`src/rtl/regfile_pkg.sv`:
```
// regfile_pkg: default sizes, address-width helper and shared typedefs for regfile_mp.
package regfile_pkg;
  localparam int DEF_XLEN = 32;
  localparam int DEF_NREG = 32;
  localparam int DEF_NRD  = 2;
  localparam int DEF_NWR  = 2;
  function automatic int addr_w(input int n);
    return (n > 1) ? $clog2(n) : 1;
  endfunction
  typedef logic [DEF_XLEN-1:0] xlen_t;
  typedef logic [addr_w(DEF_NREG)-1:0] reg_addr_t;
endpackage

```
`src/rtl/regfile_scoreboard.sv`:
```
// regfile_scoreboard: per-register busy bits with issue-over-writeback priority.
// REGFILE_BYPASS_EN selects post-update (defined) or pre-update (undefined) lookups.
module regfile_scoreboard
  import regfile_pkg::*;
#(
  parameter int NREG     = DEF_NREG,
  parameter int NRD      = DEF_NRD,
  parameter int NWR      = DEF_NWR,
  parameter int ZERO_REG = 1,
  parameter int AW       = addr_w(DEF_NREG)
) (
  input  logic            clk_i,
  input  logic            rst_n_i,
  input  logic            iss_en_i,
  input  logic [AW-1:0]   iss_addr_i,
  input  logic [NWR-1:0]  wr_en_i,
  input  logic [NWR*AW-1:0] wr_addr_i,
  input  logic [NRD*AW-1:0] rd_addr_i,
  output logic [NRD-1:0]  rd_busy_o
);
  logic [NREG-1:0] busy, busy_nxt;
  always_comb begin
    busy_nxt = busy;
    for (int w = 0; w < NWR; w++)
      if (wr_en_i[w]) busy_nxt[wr_addr_i[w*AW +: AW]] = 1'b0;
    if (iss_en_i) busy_nxt[iss_addr_i] = 1'b1;
    if (ZERO_REG != 0) busy_nxt[0] = 1'b0;
  end
  always_ff @(posedge clk_i or negedge rst_n_i)
    if (!rst_n_i) busy <= '0;
    else busy <= busy_nxt;
`ifdef REGFILE_BYPASS_EN
  always_comb
    for (int p = 0; p < NRD; p++) rd_busy_o[p] = busy_nxt[rd_addr_i[p*AW +: AW]];
`else
  always_comb
    for (int p = 0; p < NRD; p++) rd_busy_o[p] = busy[rd_addr_i[p*AW +: AW]];
`endif
endmodule

```
`src/rtl/regfile_mp.sv`:
```
// regfile_mp: multi-port register file with busy scoreboard and optional zero register.
// REGFILE_BYPASS_EN forwards same-cycle write data and busy updates to the read ports.
module regfile_mp
  import regfile_pkg::*;
#(
  parameter int XLEN     = DEF_XLEN,
  parameter int NREG     = DEF_NREG,
  parameter int NRD      = DEF_NRD,
  parameter int NWR      = DEF_NWR,
  parameter int ZERO_REG = 1,
  localparam int AW      = addr_w(NREG)
) (
  input  logic              clk_i,
  input  logic              rst_n_i,
  input  logic [NRD-1:0]    rd_en_i,
  input  logic [NRD*AW-1:0] rd_addr_i,
  output logic [NRD*XLEN-1:0] rd_data_o,
  output logic [NRD-1:0]    rd_busy_o,
  input  logic [NWR-1:0]    wr_en_i,
  input  logic [NWR*AW-1:0] wr_addr_i,
  input  logic [NWR*XLEN-1:0] wr_data_i,
  input  logic              iss_en_i,
  input  logic [AW-1:0]     iss_addr_i
);
  logic [XLEN-1:0] mem [NREG];
  logic [XLEN-1:0] mem_nxt [NREG];
  logic [XLEN-1:0] rd_val [NRD];
  logic [NRD-1:0]  sb_busy;
  // later ports overwrite earlier ones, so the highest-numbered port wins
  always_comb begin
    mem_nxt = mem;
    for (int w = 0; w < NWR; w++)
      if (wr_en_i[w]) mem_nxt[wr_addr_i[w*AW +: AW]] = wr_data_i[w*XLEN +: XLEN];
    if (ZERO_REG != 0) mem_nxt[0] = '0;
  end
`ifdef REGFILE_BYPASS_EN
  always_comb
    for (int p = 0; p < NRD; p++) rd_val[p] = mem_nxt[rd_addr_i[p*AW +: AW]];
`else
  always_comb
    for (int p = 0; p < NRD; p++) rd_val[p] = mem[rd_addr_i[p*AW +: AW]];
`endif
  regfile_scoreboard #(
    .NREG(NREG), .NRD(NRD), .NWR(NWR), .ZERO_REG(ZERO_REG), .AW(AW)
  ) u_sb (
    .clk_i(clk_i),
    .rst_n_i(rst_n_i),
    .iss_en_i(iss_en_i),
    .iss_addr_i(iss_addr_i),
    .wr_en_i(wr_en_i),
    .wr_addr_i(wr_addr_i),
    .rd_addr_i(rd_addr_i),
    .rd_busy_o(sb_busy)
  );
  always_ff @(posedge clk_i or negedge rst_n_i)
    if (!rst_n_i) begin
      for (int i = 0; i < NREG; i++) mem[i] <= '0;
      rd_data_o <= '0;
      rd_busy_o <= '0;
    end else begin
      mem <= mem_nxt;
      for (int p = 0; p < NRD; p++)
        if (rd_en_i[p]) begin
          rd_data_o[p*XLEN +: XLEN] <= rd_val[p];
          rd_busy_o[p] <= sb_busy[p];
        end
    end
endmodule

```
`config.mk`:
```
export PLATFORM = sky130hd
export DESIGN_NAME = regfile_mp
export DESIGN_NICKNAME = d
export VERILOG_FILES = /design/src/rtl/regfile_pkg.sv /design/src/rtl/regfile_scoreboard.sv /design/src/rtl/regfile_mp.sv
export SDC_FILE = /design/constraint.sdc
export NUM_CORES = 2
export LEC_CHECK = 0
export CORE_ASPECT_RATIO = 1.2
export CORE_MARGIN = 3
export CORE_UTILIZATION = 42
export CTS_BUF_LIST = sky130_fd_sc_hd__clkbuf_16
export DETAILED_ROUTE_END_ITERATION = 10
export PLACE_DENSITY = 0.69
export SLEW_MARGIN = 20
export SYNTH_ARGS = -nofsm -noshare
export SYNTH_HDL_FRONTEND = slang
export SYNTH_SLANG_ARGS = --single-unit
```
`constraint.sdc`:
```
create_clock -name clk_i -period 1.67 [get_ports clk_i]
set_input_delay 0.2505 -clock clk_i [delete_from_list [all_inputs] [get_ports clk_i]]
set_output_delay 0.2505 -clock clk_i [all_outputs]
set_load 0.02 [all_outputs]
```
==> results by group <==
Finish
  – Layout area overhead: 21.92%
  – Nets: 6456
  – Ratio of cells with drive above 1 in the final layout: 0.2593
  – Multi-input combinational cell area: 0.03550 mm^2
  – Commonest non-fill, non-tap cell in the layout: dfrtp_1
  – Final Cell Area: 0.07949 mm^2
  – Sequential Area: around 0.027 mm^2
  – Fillers: 12960
  – Commonest non-fill, non-tap cells in the layout: dfrtp_1, mux2i_1, a21oi_1
  – Antenna cells: 0

Setup path
  – CP endpoint kind: flop
  – WP data required: around 2300 ps
  – WP data arrival: roughly 2400 ps
  – Slowest CP cell: mux4_2
  – Critical path launch point type: flop
  – Cell family with most CP delay: compound AO/OA/AOI/OAI gates
  – Buf/Inv on CP: 1
  – Critical-path maximum fanout: 2
  – Crit path cell chain: buf_6 > mux4_2 > a22oi_2 > a21oi_2 > a21oi_1 > o21ai_1
  – Critical path launch point: mem[159]$_DFF_PN0_
  – R2r startpoint: mem[159]$_DFF_PN0_
  – CP Class: flop to flop
  – Slowest stage delay, CP: 500 ps

STA
  – Final setup fails: 7
  – Hold Vio Cnt, Final: 0
  – Rel. slew slack: 0.3700
  – RSZ-0062 raised after global routing: yes
  – Setup tns final: -139.7 ps
  – Fin Hold WS: 234.8 ps
  – Worst-margin pin slew: between 900 and 1000 ps
  – Final period util: 1.028
  – Max-slew violation count: 0
  – Clock skew: between 30 and 40 ps
  – Fmax: between 500 and 600 MHz
  – Fin crit period: about 1700 ps
  – Final worst setup slack: -47.22 ps

Placement
  – Post-DP Area: 0.07549 mm^2
  – Port Buffers: between 150 and 200
  – Hpwl dp: 177000 um
  – Final GP Congestion: 0.9581
  – Placement Setup Slack: -785.5 ps

Clock network
  – H-Tree Depth: 3
  – Total CTS buffers: 108
  – Clk root buf: clkbuf_16
  – Clk_lat worst skew: ~760 ps
  – Bufs on Longest Clock Path: 3
  – Clk sinks: 1089
  – Clock transition at path regs: roughly 60 ps
  – TritonCTS clock tree: done

Min path
  – Worst min path class: input port to async pin

Die
  – Core Box Area: 0.1534 mm^2
  – Vert. Die Dim: 437.6 um
  – Cell row count: 157
  – Initial Util: 0.4250
  – Num ports: 162
  – Die W: 365.7 um
  – Die footprint: around 0.16 mm^2

Drt
  – Antenna viol nets, final: 0
  – Via-per-instance ratio: 6.522
  – Residual DRC: 0
  – Per-cell routed wire length: 30.72 um
  – Initial drt markers: about 7200
  – Via count: ~56000
  – DR pass1 iterations: 8
  – Final Routed Wirelength: approximately 260000 um

Yosys
  – Mapped Area: 0.06520 mm^2
  – Yosys top cell area share: 0.4180
  – Syn Nets: 6212
  – Post-Syn Area per Cell: 10.66 um^2
  – Flop and latch count out of synthesis: between 1000 and 1500
  – Largest area contributor in the netlist: dfrtp_1
  – Syn Inst Count: 6116
  – Synth unique cells: just over 50
  – Ys flop type: dfrtp_1
  – Top cells by area, synth: dfrtp_1, mux4_2, mux2i_1
  – Asr flop ratio synth: 1.000
  – Number of synthesized flops with an enable pin: 0
  – Synth warnings: 0
  – Seq/Total Area, Yosys: 0.4180

GRT
  – Initial antenna violation count: 5
  – First-pass GRT wire length: ~380000 um
  – Vias in the first global route: between 50000 and 60000
  – Largest net degree at the start of global routing: 99
  – Total GRT Usage: 0.3242
  – Overflow after GRT: 0

Power
  – Power Total: 87.64 mW
  – Max VDD drop: 0.9192 mV
  – Leakage: around 34 nW
  – Power Dens Cells: 1103 mW/mm^2

Status
  – Failing checks: setup timing
  – Status: complete, but fails checks

Run
  – Number of max-cap violations: 0
==> cell families after synthesis <==
logic type             count (synthesis)  share of synthesized area
muxes                               1525                     0.3231
and+or+nand+nor                     1213                    0.07523
buffers and inverters                736                    0.05099
AOI/OAI and AO/OA                   1553                     0.1327
DFF                                 1089                     0.4180
==> worst reg2reg max path, delay by kind of cell (launching register included) <==
family,cells,cell delay [ps]
AO/OA/AOI/OAI,4,580
multiplexers,1,500
flip-flops,1,390
buffers and inverters,1,120
==> synthesized netlist by cell type (14+ instances only) <==
library cell and n:
a21oi_1 643, a221o_1 32, a221oi_1 33, a22oi_1 128
a32o_1 14, buf_1 51, buf_2 134, buf_4 68
buf_6 18, clkbuf_1 449, dfrtp_1 1089, inv_1 14
mux2_2 65, mux2i_1 1003, mux4_2 457, nand2_1 564
nor2_1 573, o211ai_1 32, o21ai_0 506, o21ai_1 87
o22ai_1 65
==> final timing paths <==
path / cells after the start / slack (ps) / end
min: 3 / 230 / rd_data_o[27]$_DFFE_PN0P_
min in group clk_i: 5 / 280 / rd_busy_o[1]$_DFFE_PN0P_
max in group asynchronous: 3 / 80 / mem[694]$_DFF_PN0_
min reg2reg: 1 / 530 / u_sb.busy[5]$_DFF_PN0_
max reg2reg: 6 / -50 / rd_data_o[31]$_DFFE_PN0P_
max: 6 / -50 / rd_data_o[31]$_DFFE_PN0P_
==> through the flow <==
stage	cells	util
floorplan	6116	-
global placement	8306	0.4920
detailed placement	8306	0.4920
CTS	8516	0.5155
global route	8518	0.5181
finish	8518	0.5181
==> what timing repair did <==
action	in CTS	in global routing
endpoints found under the hold margin	973	0
resized for setup	398	88
buffers inserted	7	11
setup endpoints to repair	84	64
pin swaps	4	35
hold buffers	2	0
==> report_power, final <==
| group | total, mW | leakage [nW] | internal, mW | switching (mW) |
|---|---|---|---|---|
| Sequential | 39.3 | 13.3 | 33.3 | 5.92 |
| Combinational | 23.7 | 19.0 | 12.9 | 10.8 |
| Clock | 24.7 | 1.80 | 13.6 | 11.1 |
==> metal layers <==
layer,routed length [um],track usage,part of all wire,vias to the layer above
met5,38,0,0.00015,-
met4,19610,0.2047,0.075,6
met3,35080,0.1007,0.13,1031
met2,114300,0.4802,0.44,4057
met1,92610,0.4122,0.35,27600
li1,-,-,-,22860
==> flip-flops by register name, indices dropped and copies added (netlist names) <==
name / count
rd_busy_o: 2
mem: 992
rd_data_o: 64
u_sb.busy: 31
==> cell type report <==
type	instances	share of cell area
Clock inverter	91	0.008799
Inverter	15	0.0007083
Clock buffer	110	0.03463
Timing Repair Buffer	855	0.1334
Sequential cell	1089	0.3434
Multi-Input combinational cell	4291	0.4466
Tap cell	2067	0.03254
Power figures use the tool's default switching activity.
